**config.mk**
```make
export PLATFORM = sky130hd
export DESIGN_NAME = nbf_uart_framer
export DESIGN_NICKNAME = d
export VERILOG_FILES = /design/src/rtl/bp_fpga_host_pkg.sv /design/src/rtl/nbf_byte_serializer.sv /design/src/rtl/nbf_uart_framer.sv
export SDC_FILE = /design/constraint.sdc
export NUM_CORES = 1
export LEC_CHECK = 0
export CAP_MARGIN = 20
export CELL_PAD_IN_SITES_DETAIL_PLACEMENT = 1
export CELL_PAD_IN_SITES_GLOBAL_PLACEMENT = 2
export CORE_MARGIN = 8
export CORE_UTILIZATION = 34
export DETAILED_ROUTE_END_ITERATION = 12
export GPL_TIMING_DRIVEN = 0
export PLACE_DENSITY_LB_ADDON = 0.25
export REMOVE_ABC_BUFFERS = 1
export SLEW_MARGIN = 25
export SYNTH_ARGS = -nofsm -noshare
export SYNTH_HDL_FRONTEND = slang
export SYNTH_HIERARCHICAL = 1
export SYNTH_SLANG_ARGS = --single-unit
```
**constraint.sdc**
```tcl
create_clock -name clk -period 6.2 [get_ports clk]
set_clock_uncertainty 0.15 [all_clocks]
set_input_delay 1.24 -clock clk [delete_from_list [all_inputs] [get_ports clk]]
set_output_delay 1.24 -clock clk [all_outputs]
set_load 0.05 [all_outputs]
```
**src/rtl/bp_fpga_host_pkg.sv**
```systemverilog
// Shared host-link definitions for the FPGA host NBF (network bridge format)
// channel: the packet width macro, the packet struct declaration macro and the
// opcode encoding. A packet is opcode in the low byte, then address, then data,
// so it is serialised least-significant byte first.
`ifndef BP_FPGA_HOST_PKG_SV
`define BP_FPGA_HOST_PKG_SV

`define BP_FPGA_HOST_NBF_WIDTH(addr_mp, data_mp) (8 + (addr_mp) + (data_mp))

`define DECLARE_BP_FPGA_HOST_NBF_S(addr_mp, data_mp) \
  typedef struct packed { \
    logic [(data_mp)-1:0]     data; \
    logic [(addr_mp)-1:0]     addr; \
    bp_fpga_host_nbf_opcode_e opcode; \
  } bp_fpga_host_nbf_s

package bp_fpga_host_pkg;

  localparam int nbf_opcode_width_gp = 8;

  typedef enum logic [nbf_opcode_width_gp-1:0] {
    e_fpga_host_nbf_write_4 = 8'h02,
    e_fpga_host_nbf_write_8 = 8'h03,
    e_fpga_host_nbf_read_4  = 8'h12,
    e_fpga_host_nbf_read_8  = 8'h13,
    e_fpga_host_nbf_fence   = 8'hFE,
    e_fpga_host_nbf_finish  = 8'hFF
  } bp_fpga_host_nbf_opcode_e;

endpackage

`endif

```
**src/rtl/nbf_byte_serializer.sv**
```systemverilog
// Parallel-in, byte-out serialiser for the response path.
// Ports:
//   clk, reset        clock; asynchronous active-high reset
//   i_data/i_v        packet to send (accepted when o_ready_and is high)
//   o_ready_and       high only while idle
//   o_byte/o_v        current byte, LSB-first, with valid
//   i_ready_and       downstream byte acceptance
module nbf_byte_serializer
  #(parameter int width_p = 112,
    localparam int bytes_lp = width_p / 8)
  (input  logic               clk,
   input  logic               reset,
   input  logic [width_p-1:0] i_data,
   input  logic               i_v,
   output logic               o_ready_and,
   output logic [7:0]         o_byte,
   output logic               o_v,
   input  logic               i_ready_and);

  localparam int idx_width_lp = (bytes_lp > 1) ? $clog2(bytes_lp) : 1;
  localparam logic [idx_width_lp-1:0] last_idx_lp = idx_width_lp'(bytes_lp - 1);

  typedef enum logic {e_tx_idle, e_tx_send} tx_state_e;

  tx_state_e                r_state, w_state_n;
  logic [idx_width_lp-1:0]  r_idx, w_idx_n;
  logic [width_p-1:0]       r_data;
  logic                     w_load;

  always_ff @(posedge clk or posedge reset) begin
    if (reset) begin
      r_state <= e_tx_idle;
      r_idx   <= '0;
      r_data  <= '0;
    end else begin
      r_state <= w_state_n;
      r_idx   <= w_idx_n;
      if (w_load) r_data <= i_data;
    end
  end

  always_comb begin
    w_state_n   = r_state;
    w_idx_n     = r_idx;
    w_load      = 1'b0;
    o_ready_and = 1'b0;
    o_v         = 1'b0;
    case (r_state)
      e_tx_idle: begin
        o_ready_and = 1'b1;
        if (i_v) begin
          w_load    = 1'b1;
          w_idx_n   = '0;
          w_state_n = e_tx_send;
        end
      end
      e_tx_send: begin
        o_v = 1'b1;
        if (i_ready_and) begin
          if (r_idx == last_idx_lp) begin
            w_idx_n   = '0;
            w_state_n = e_tx_idle;
          end else begin
            w_idx_n = r_idx + 1'b1;
          end
        end
      end
      default: ;
    endcase
  end

  // Byte mux written as a decoded loop so every slice index is a constant.
  always_comb begin
    o_byte = '0;
    for (int b = 0; b < bytes_lp; b++) begin
      if (r_idx == idx_width_lp'(b)) o_byte = r_data[8*b +: 8];
    end
  end

endmodule

```
**src/rtl/nbf_uart_framer.sv**
```systemverilog
// Bridges a UART byte stream and the NBF packet interface.
// RX: bytes are assembled LSB-first into a packet, held until handshaken;
//     extra bytes while full are dropped (overflow pulse) and a stalled partial
//     packet is discarded after timeout_cycles_p idle cycles (timeout pulse).
// TX: response packets are serialised byte by byte by nbf_byte_serializer.
// Ports:
//   clk, reset                         clock; asynchronous active-high reset
//   rx_v_i, rx_i                       received UART byte strobe and data
//   nbf_o, nbf_v_o, nbf_ready_and_i    assembled command packet out
//   nbf_i, nbf_v_i, nbf_ready_and_o    response packet in
//   tx_o, tx_v_o, tx_ready_and_i       byte stream to UART TX
//   rx_overflow_o, rx_timeout_o        single-cycle error pulses
module nbf_uart_framer
  import bp_fpga_host_pkg::*;
  #(parameter int nbf_addr_width_p = 40,
    parameter int nbf_data_width_p = 64,
    parameter int timeout_cycles_p = 4096,
    localparam int nbf_width_lp = `BP_FPGA_HOST_NBF_WIDTH(nbf_addr_width_p, nbf_data_width_p),
    localparam int nbf_bytes_lp = nbf_width_lp / 8)
  (input  logic                    clk,
   input  logic                    reset,
   input  logic                    rx_v_i,
   input  logic [7:0]              rx_i,
   output logic [nbf_width_lp-1:0] nbf_o,
   output logic                    nbf_v_o,
   input  logic                    nbf_ready_and_i,
   input  logic [nbf_width_lp-1:0] nbf_i,
   input  logic                    nbf_v_i,
   output logic                    nbf_ready_and_o,
   output logic [7:0]              tx_o,
   output logic                    tx_v_o,
   input  logic                    tx_ready_and_i,
   output logic                    rx_overflow_o,
   output logic                    rx_timeout_o);

  `DECLARE_BP_FPGA_HOST_NBF_S(nbf_addr_width_p, nbf_data_width_p);

  localparam int count_width_lp = $clog2(nbf_bytes_lp + 1);
  localparam int timer_width_lp = $clog2(timeout_cycles_p + 1);
  localparam logic [count_width_lp-1:0] last_byte_lp  = count_width_lp'(nbf_bytes_lp - 1);
  localparam logic [timer_width_lp-1:0] timer_last_lp = timer_width_lp'(timeout_cycles_p - 1);

  typedef enum logic {e_rx_collect, e_rx_full} rx_state_e;

  rx_state_e                 r_rx_state, w_rx_state_n;
  logic [count_width_lp-1:0] r_count, w_count_n, w_wr_idx;
  logic [timer_width_lp-1:0] r_timer, w_timer_n;
  bp_fpga_host_nbf_s         r_rx_pkt;
  logic                      w_wr_en;

  always_ff @(posedge clk or posedge reset) begin
    if (reset) begin
      r_rx_state <= e_rx_collect;
      r_count    <= '0;
      r_timer    <= '0;
    end else begin
      r_rx_state <= w_rx_state_n;
      r_count    <= w_count_n;
      r_timer    <= w_timer_n;
    end
  end

  // Byte write into the packet register, decoded per byte lane.
  always_ff @(posedge clk or posedge reset) begin
    if (reset) begin
      r_rx_pkt <= '0;
    end else if (w_wr_en) begin
      for (int b = 0; b < nbf_bytes_lp; b++) begin
        if (w_wr_idx == count_width_lp'(b)) r_rx_pkt[8*b +: 8] <= rx_i;
      end
    end
  end

  // The idle timer only runs with a partial packet in hand; it is cleared on
  // every received byte and whenever the count returns to zero, so it is
  // always zero while idle or full.
  always_comb begin
    w_rx_state_n  = r_rx_state;
    w_count_n     = r_count;
    w_timer_n     = r_timer;
    w_wr_en       = 1'b0;
    w_wr_idx      = r_count;
    nbf_v_o       = 1'b0;
    rx_overflow_o = 1'b0;
    rx_timeout_o  = 1'b0;
    case (r_rx_state)
      e_rx_collect: begin
        if (rx_v_i) begin
          w_wr_en   = 1'b1;
          w_timer_n = '0;
          if (r_count == last_byte_lp) begin
            w_count_n    = '0;
            w_rx_state_n = e_rx_full;
          end else begin
            w_count_n = r_count + 1'b1;
          end
        end else if (r_count != '0) begin
          if (r_timer == timer_last_lp) begin
            rx_timeout_o = 1'b1;
            w_count_n    = '0;
            w_timer_n    = '0;
          end else begin
            w_timer_n = r_timer + 1'b1;
          end
        end
      end
      e_rx_full: begin
        nbf_v_o = 1'b1;
        if (nbf_ready_and_i) begin
          w_rx_state_n = e_rx_collect;
          // A byte landing in the release cycle starts the next packet.
          if (rx_v_i) begin
            w_wr_en   = 1'b1;
            w_wr_idx  = '0;
            w_count_n = count_width_lp'(1);
          end
        end else if (rx_v_i) begin
          rx_overflow_o = 1'b1;
        end
      end
      default: ;
    endcase
  end

  assign nbf_o = r_rx_pkt;

  nbf_byte_serializer #(.width_p(nbf_width_lp)) tx_serializer
    (.clk         (clk),
     .reset       (reset),
     .i_data      (nbf_i),
     .i_v         (nbf_v_i),
     .o_ready_and (nbf_ready_and_o),
     .o_byte      (tx_o),
     .o_v         (tx_v_o),
     .i_ready_and (tx_ready_and_i));

endmodule

```
==> metrics.csv <==
metric,value,unit
Final nets,1178,
worst hold path depth,1,
wire length per cell,22.2,microns
worst-skew pair later-pin latency,550,ps
Critical Path RT,4810,ps
Boundary Pins,251,
clk buf depth,3,
area of the multi-input gates,0.00457,sq mm
simple-gate share of the synthesized area,0.0730,
CP Capture Type,output port,
status,"finished, final reports clean",
Die Y,197,microns
Core Area,0.0324,sq mm
endpoints failing setup,0,
post-synthesis mux area share,0.267,
Async SR Flop Fraction,1.00,
Mapped Area,0.0111,sq mm
Syn-to-layout area delta,36.3,%
vias in the first global route,8386,
Yosys reg bits,247,
Remaining DRCs,0,
Adder-Cell Fraction of Synth Area,0.00450,
proportion of layout cells with a drive suffix above 1,0.304,
Worst Path Arrival,3660,ps
Synth Area in XOR/XNOR,0.00551,
Sequential Area,0.00619,sq mm
dpl cell area,0.0141,sq mm
Mapped Cells,806,
CTS tree,built,
reg2reg path depth,4,
Post-synth EDFFs,0,
Power Density,507,mW/mm^2
Routed Antenna Nets,0,
hold buffer count at cts,0,
first drt pass iteration count,4,
Final Hold Fails,0,
compound-gate portion of the synthesized area,0.0605,
largest family of logic cells by synthesized area,multiplexers,
max cap viols,0,
Overflow after GRT,0,
crit path max fanout,25,
CTS resizes,0,
Via Count,7475,
Least-Margin Pin Slew,1010,ps
Worst Hold Class,reg2reg,
DRT Wirelength,33.6,mm
All-Layer GR Usage,0.170,
RSZ-0062 raised after global routing,false,
final hold slack,339,ps
clock slew at reported path FFs,60,ps
Sink Count,247,
global-route wire length before repair,51.7,mm
post-synthesis cell type count,74,
fillers,3323,
IO Port Bufs,250,
crit path time final,5050,ps
critical path type,reg2out,
overall power,0.00769,W
RD Place Congestion,0.758,
antenna cell count,0,
Via-to-Cell Ratio,4.94,
initial antenna violation count,0,
Finished Cell Area,0.0152,sq mm
dominant synthesized flop cell,dfrtp_1,
# rows,66,
"Slew Viols, Final",0,
FMAX,198,MHz
sequential area share after synthesis,0.555,
die area,0.0388,sq mm
leak pwr,6.41,nW
DP Wirelength,23.5,mm
Worst setup SP type,flip-flop,
Final period util,0.814,
DR iter-0 viols,312,
Starting Density,0.344,
DIE WIDTH,197,microns
YS warnings,6,
Slew headroom,0.327,
Peak VDD IR,0.349,mV
root buffer cell,clkbuf_16,
largest net degree at the start of global routing,86,
H-tree levels,1,
Num CTS Buffers,29,
average size of a mapped cell,13.8,sq um
Post-CTS Setup Inserts,0,
cells in the final DEF, fill, tap and decap left out, drive strengths merged, types with 4 or more instances in the layout:
cell type	count
clkdlybuf4s50	250
dfrtp	247
mux2	229
nand2	40
clkbuf	38
o21ai	28
nor2	25
nor3	18
inv	15
a21oi	14
o22ai	13
mux2i	13
mux4	11
nand2b	9
nand3	8
buf	8
xnor2	7
bufinv	7
a21boi	6
nor4	5
a32o	5
a31oi	4
ha	4
clkinvlp	4
and2	4
nor3b	4
clkinv	4
nand4	4
kinds of logic (layout without fill, tap and decap cells):
kind of cell             Yosys count  in the layout
flip-flops                       247            247
AND/OR/NAND/NOR                  139            139
multiplexers                     253            253
buffers and inverters             61            326
XOR/XNOR                           7              7
AO/OA/AOI/OAI                     95             95
adder cells (fa/ha/maj)            4              4
worst paths after layout:
path | from | endpoint | slack [ps]
worst max-delay path | tx_serializer/r_idx[2]$_DFFE_PP0P_ | tx_o[7] | 1150
worst min-delay path | tx_serializer/r_data[13]$_DFFE_PP0P_ | tx_serializer/r_data[13]$_DFFE_PP0P_ | 340
worst max register to register | r_rx_state$_DFF_PP0_ | nbf_o[88]$_DFFE_PP0P_ | 3680
worst min register to register | tx_serializer/r_data[13]$_DFFE_PP0P_ | tx_serializer/r_data[13]$_DFFE_PP0P_ | 340
max in group asynchronous | reset | nbf_o[51]$_DFFE_PP0P_ | 4050
min in group asynchronous | reset | tx_serializer/r_data[66]$_DFFE_PP0P_ | 1060
registers in the layout, summed over array words and instances (netlist names):
register and cells:
nbf_o 112, r_count 4, r_rx_state 1, r_timer 13, tx_serializer/r_data 112, tx_serializer/r_idx 4
tx_serializer/r_state 1
cells in the mapped netlist, types with 4 or more instances:
library cell | instances | share of area
a32o_1 | 5 | 0.0045
ha_1 | 4 | 0.0045
nor4_1 | 5 | 0.0028
dfrtp_1 | 247 | 0.56
mux4_2 | 11 | 0.022
inv_1 | 13 | 0.0044
nand2_1 | 34 | 0.011
o21ai_1 | 5 | 0.0022
nand3_1 | 7 | 0.0031
nand2b_1 | 8 | 0.0045
buf_4 | 9 | 0.0061
mux2_2 | 223 | 0.23
xnor2_1 | 7 | 0.0055
buf_6 | 8 | 0.0081
o22ai_1 | 13 | 0.0073
a31oi_1 | 4 | 0.0022
a21oi_1 | 14 | 0.0063
buf_2 | 18 | 0.0081
nor3_1 | 15 | 0.0067
mux2i_1 | 13 | 0.012
clkbuf_1 | 9 | 0.0030
a21boi_0 | 5 | 0.0034
o21ai_0 | 21 | 0.0094
nor2_1 | 25 | 0.0084
stage by stage:
step	instances	utilization	TNS (ps)	worst slack [ps]
6_report	1513	0.468	0	1150
5_1_grt	1513	0.468	0	891
4_1_cts	1513	0.468	0	1070
3_5_place_dp	1459	0.435	0	1640
3_3_place_gp	1451	0.428	-674970	-4720
2_1_floorplan	759	-	-106320	-1050
metal layers:
metal,global-route usage,vias to the layer above,share of wire
met5,0,-,0
met1,0.206,3845,0.42
met3,0.0653,39,0.081
met4,0.0343,0,0.020
li1,-,3411,-
met2,0.284,180,0.48
layout make-up:
type,instances,share of cell area
clock inverter,16,0.0185
inverter,14,0.00446
multi-input combinational,498,0.301
clock buffer,38,0.0521
tap,442,0.0365
sequential,247,0.408
timing repair buffer,258,0.179
worst max-delay path: stages (launching register included):
cell	delay, ps
dfrtp_1	1010
nand2_1	420
nor2_1	510
a21oi_1	140
a211o_1	290
clkdlybuf4s50_1	730
where the power goes:
part	internal [W]	leakage [nW]	switching, W
sequential	0.00204	3.12	0.000361
combinational	0.00129	2.79	0.00210
clock	0.00119	0.506	0.000705
total	0.00453	6.41	0.00316
(Power assumes the default switching activity.)
==> variant 1, RTL diff (config.mk and constraints unchanged) <==
Change the parameter `nbf_data_width_p` from 64 to 256.
--- a/src/rtl/nbf_uart_framer.sv
+++ b/src/rtl/nbf_uart_framer.sv
@@ -13,7 +13,7 @@
 module nbf_uart_framer
   import bp_fpga_host_pkg::*;
   #(parameter int nbf_addr_width_p = 40,
-    parameter int nbf_data_width_p = 64,
+    parameter int nbf_data_width_p = 256,
     parameter int timeout_cycles_p = 4096,
     localparam int nbf_width_lp = `BP_FPGA_HOST_NBF_WIDTH(nbf_addr_width_p, nbf_data_width_p),
     localparam int nbf_bytes_lp = nbf_width_lp / 8)
Interface: changed (resized nbf_i and nbf_o); port bits go from 251 to 635. No check against the original RTL was run, so the function may have changed too.
==> variant 1 against the original RTL <==
Critical path type unchanged. Largest power group unchanged. Synthesized area rose to 2.5 times the old value. Sequential cell count grew 388. Core utilization is 0.13 points higher. Design area grew to 2.6 times the old value. Worst setup slack lost 1.0 ns. Power rose by 130%. Synthesized cell count grew to 2.7 times the old value. Via count grew to 2.9 times the old value. Final cell count increased to 2.6 times the old value. Wire length rose to 3.4 times the old value.
==> variant 1: results <==
set metrics [dict create \
    outcome "complete, no violations" \
    numPortBuffers 634 \
    placed_cell_area_sq_um 36300 \
    grt_first_pass_wirelength_um 167000 \
    inv_count 18 \
    synth-compound-area-share_pct 8.54 \
    hp-start "nbf_o[15]" \
    post-place-cells 3793 \
    synth_xor_xnor_area_share_pct 0 \
    crit_slowest_cell "a2111oi_2" \
    gp_congestion 0.886 \
    clock_area_share_pct 6.66 \
    avgRoutedWirePerCell_um 28.7 \
    routed-via-count 21400 \
    regArea_sq_um 15900 \
    rr_endpoint "tx_serializer/r_idx[5]" \
    cts_setup_buffers 1 \
    min_delay_worst_endpoint "nbf_o[15]" \
    netlist_instances 2169 \
    rr_worst_depth 7 \
    crit_start "tx_serializer/r_idx[0]" \
    coreArea_sq_um 83000 \
    grt.total_usage_pct 23.7 \
    drtPass1Iterations 7 \
    synth.top_cells.by_count "635 x dfrtp_1, 594 x mux2_2, 112 x nand2_1" \
    max_stage_delay_ns 0.64 \
    worstPathMaxFanout 26 \
    antenna_found_initial 10 \
    nFlopsAndLatches 635 \
]
## variant 1: logic make-up (layout without fill, tap and decap cells)
kind of cell,after synthesis,in the layout
other,0,7
AND/OR/NAND/NOR,422,422
AO/OA/AOI/OAI,353,353
adder cells (fa/ha/maj),8,8
buffers and inverters,142,821
multiplexers,609,609
flip-flops,635,635
## variant 1: per-layer routing
| layer | up-vias | GRT usage [%] | wire length, um |
|---|---|---|---|
| li1 | 9276 | - | - |
| met1 | 11200 | 27.3 | 43900 |
| met2 | 720 | 40.0 | 55000 |
| met3 | 185 | 8.96 | 9800 |
| met4 | 2 | 8.68 | 4130 |
| met5 | - | 0 | 13 |
## variant 1: worst reg2reg max path, delay by kind of cell, from the launching register on
kind | cells | cell delay [ns]
AND/OR/NAND/NOR | 4 | 1.50
AO/OA/AOI/OAI | 2 | 0.26
buffers and inverters | 1 | 0.26
flip-flops | 1 | 0.61
==> variant 2, RTL diff (same flow settings) <==
Made on the original files. Add an input register stage for `rx_i`, without a reset; this delays it by one clock. The other inputs are not delayed to match.
--- a/src/rtl/nbf_uart_framer.sv
+++ b/src/rtl/nbf_uart_framer.sv
@@ -33,6 +33,12 @@
    output logic                    rx_overflow_o,
    output logic                    rx_timeout_o);
 
+  logic [7:0] rx_q;
+
+  always_ff @(posedge clk) begin
+    rx_q <= rx_i;
+  end
+
   `DECLARE_BP_FPGA_HOST_NBF_S(nbf_addr_width_p, nbf_data_width_p);
 
   localparam int count_width_lp = $clog2(nbf_bytes_lp + 1);
@@ -66,7 +72,7 @@
       r_rx_pkt <= '0;
     end else if (w_wr_en) begin
       for (int b = 0; b < nbf_bytes_lp; b++) begin
-        if (w_wr_idx == count_width_lp'(b)) r_rx_pkt[8*b +: 8] <= rx_i;
+        if (w_wr_idx == count_width_lp'(b)) r_rx_pkt[8*b +: 8] <= rx_q;
       end
     end
   end
Formal check against the unedited RTL: not equivalent (a bounded check fails within 4 cycles, from zero or initial values and one cycle with reset high).
==> variant 2 against the original RTL <==
Synthesized area increased by 1.6%. Wire length increased by 0.76%. Non-clock buffer count unchanged. Power decreased by 0.29%. Worst setup slack improved by 0.045 ns. Sequential cell count increased by 8. Register-to-register slack improved by 0.09 ns. Design area increased by 0.26%. Critical path type unchanged. Critical endpoint is now tx_o[6]. Largest power group unchanged.
==> variant 2: results <==
set metrics [dict create \
    ys_seq_area_share_pct 56.1 \
    p_leak_nw 6.41 \
    antenna_found_initial 1 \
    timing.rr.start "r_rx_state" \
    fill_cells 3352 \
    grt_first_pass_wirelength_um 53400 \
    slew-limit-headroom_pct 36.0 \
    worstPathMaxFanout 25 \
    gp_congestion 0.766 \
    crit_path_end "tx_o[6]" \
    clock_latency_ns 0.55 \
    netlist_instances 821 \
    drtPass1Iterations 4 \
    grt_pass1_vias 8677 \
    nNetsFinal 1191 \
    routed-via-count 7567 \
    r2r_setup_slack_ns 3.77 \
    cts_setup_buffers 0 \
    synth.area.top_cells "dfrtp_1 55%, mux2_2 21%, mux4_2 2.2%" \
    drive_gt1_share_pct 29.5 \
    ir_worst_vdd_v 0.000330 \
    synth.top_cells.by_count "247 x dfrtp_1, 213 x mux2_2, 37 x nand2_1" \
    rr_endpoint "nbf_o[79]" \
    ctsHtreeMaxLevel 1 \
    clock-root-buffer "clkbuf_16" \
    placed_cell_area_sq_um 14200 \
    ctsResizeCount 0 \
    clk_pin_slew_ns 0.06 \
    post-place-cells 1471 \
    cts-buffers-inserted 30 \
    postSynth.asyncResetShare_pct 96.9 \
    rr_worst_depth 4 \
    via_per_inst 4.95 \
    drtIter0Drc 278 \
    crit_start "tx_serializer/r_idx[2]" \
    netlist-cell-type-count 73 \
    grt_max_degree 72 \
    outcome "complete, no violations" \
    yosys_warnings 6 \
    cp.arrival_ns 3.61 \
    grt.total_usage_pct 17.3 \
    dpl.hpwl_um 24100 \
    hold_path.class "reg2reg" \
    avgRoutedWirePerCell_um 22.1 \
    clk_path_buf_depth 3 \
]
variant 2: routing by layer:
layer / up-vias / share of wire (%) / track usage, %
li1: 3444 / - / -
met1: 3888 / 42 / 21.7
met2: 194 / 47 / 28.0
met3: 39 / 8.7 / 6.74
met4: 2 / 1.9 / 3.57
met5: - / 0.033 / 0
variant 2: worst min-delay path by stage:
stage                     cells after the start                     start  slack [ns]                        to
after floorplan                               1  tx_serializer/r_data[12]        0.30  tx_serializer/r_data[12]
after global placement                        1  tx_serializer/r_data[12]        0.33  tx_serializer/r_data[12]
after detailed placement                      1  tx_serializer/r_data[13]        0.34  tx_serializer/r_data[13]
after CTS                                     1  tx_serializer/r_data[13]        0.35  tx_serializer/r_data[13]
after global routing                          1  tx_serializer/r_data[66]        0.37  tx_serializer/r_data[66]
final                                         1  tx_serializer/r_data[13]        0.34  tx_serializer/r_data[13]
variant 2: kinds of logic (layout without fill, tap and decap cells):
logic type	count (synthesis)	count (layout)	share of synthesized area (%)
simple gates	144	144	7.07
flops	255	255	56.1
other cells	0	1	0
xor+xnor	7	7	0.542
fa+ha+maj	4	4	0.443
buf+inv	64	328	3.65
mux	250	250	26.2
compound gates	97	97	5.95
variant 2: area by class of cell:
type                       count  area, sq um  area share [%]
antenna                        1         2.50          0.0165
clock buffer                  42          866            5.69
clock inverter                14          119           0.782
inverter                      14         67.6           0.444
multi-input combinational    502         4560            30.0
sequential                   255         6350            41.8
tap                          442          553            3.64
timing repair buffer         258         2690            17.7
variant 2: stage by stage:
step / setup TNS [ns] / worst slack (ns) / utilization [%] / total power, mW
2_1_floorplan: -106.32 / -1.05 / - / 4.68
3_3_place_gp: -679.64 / -4.68 / 42.9 / 5.95
3_5_place_dp: 0 / 1.21 / 43.6 / 5.99
4_1_cts: 0 / 1.14 / 46.6 / 7.78
5_1_grt: 0 / 0.876 / 46.6 / 8.05
6_report: 0 / 1.20 / 46.6 / 7.67
variant 2: power breakdown:
| group | internal (mW) | total (mW) | switching [mW] |
|---|---|---|---|
| Clock | 1.02 | 1.73 | 0.713 |
| Sequential | 2.11 | 2.50 | 0.390 |
| Combinational | 1.32 | 3.44 | 2.12 |
variant 2: worst max-delay path, stage by stage, from the launching register on:
cell	delay, ns
dfrtp_1	0.97
nand2b_1	0.54
a21boi_0	0.45
o21ai_1	0.13
a21oi_1	0.14
clkdlybuf4s50_1	0.82
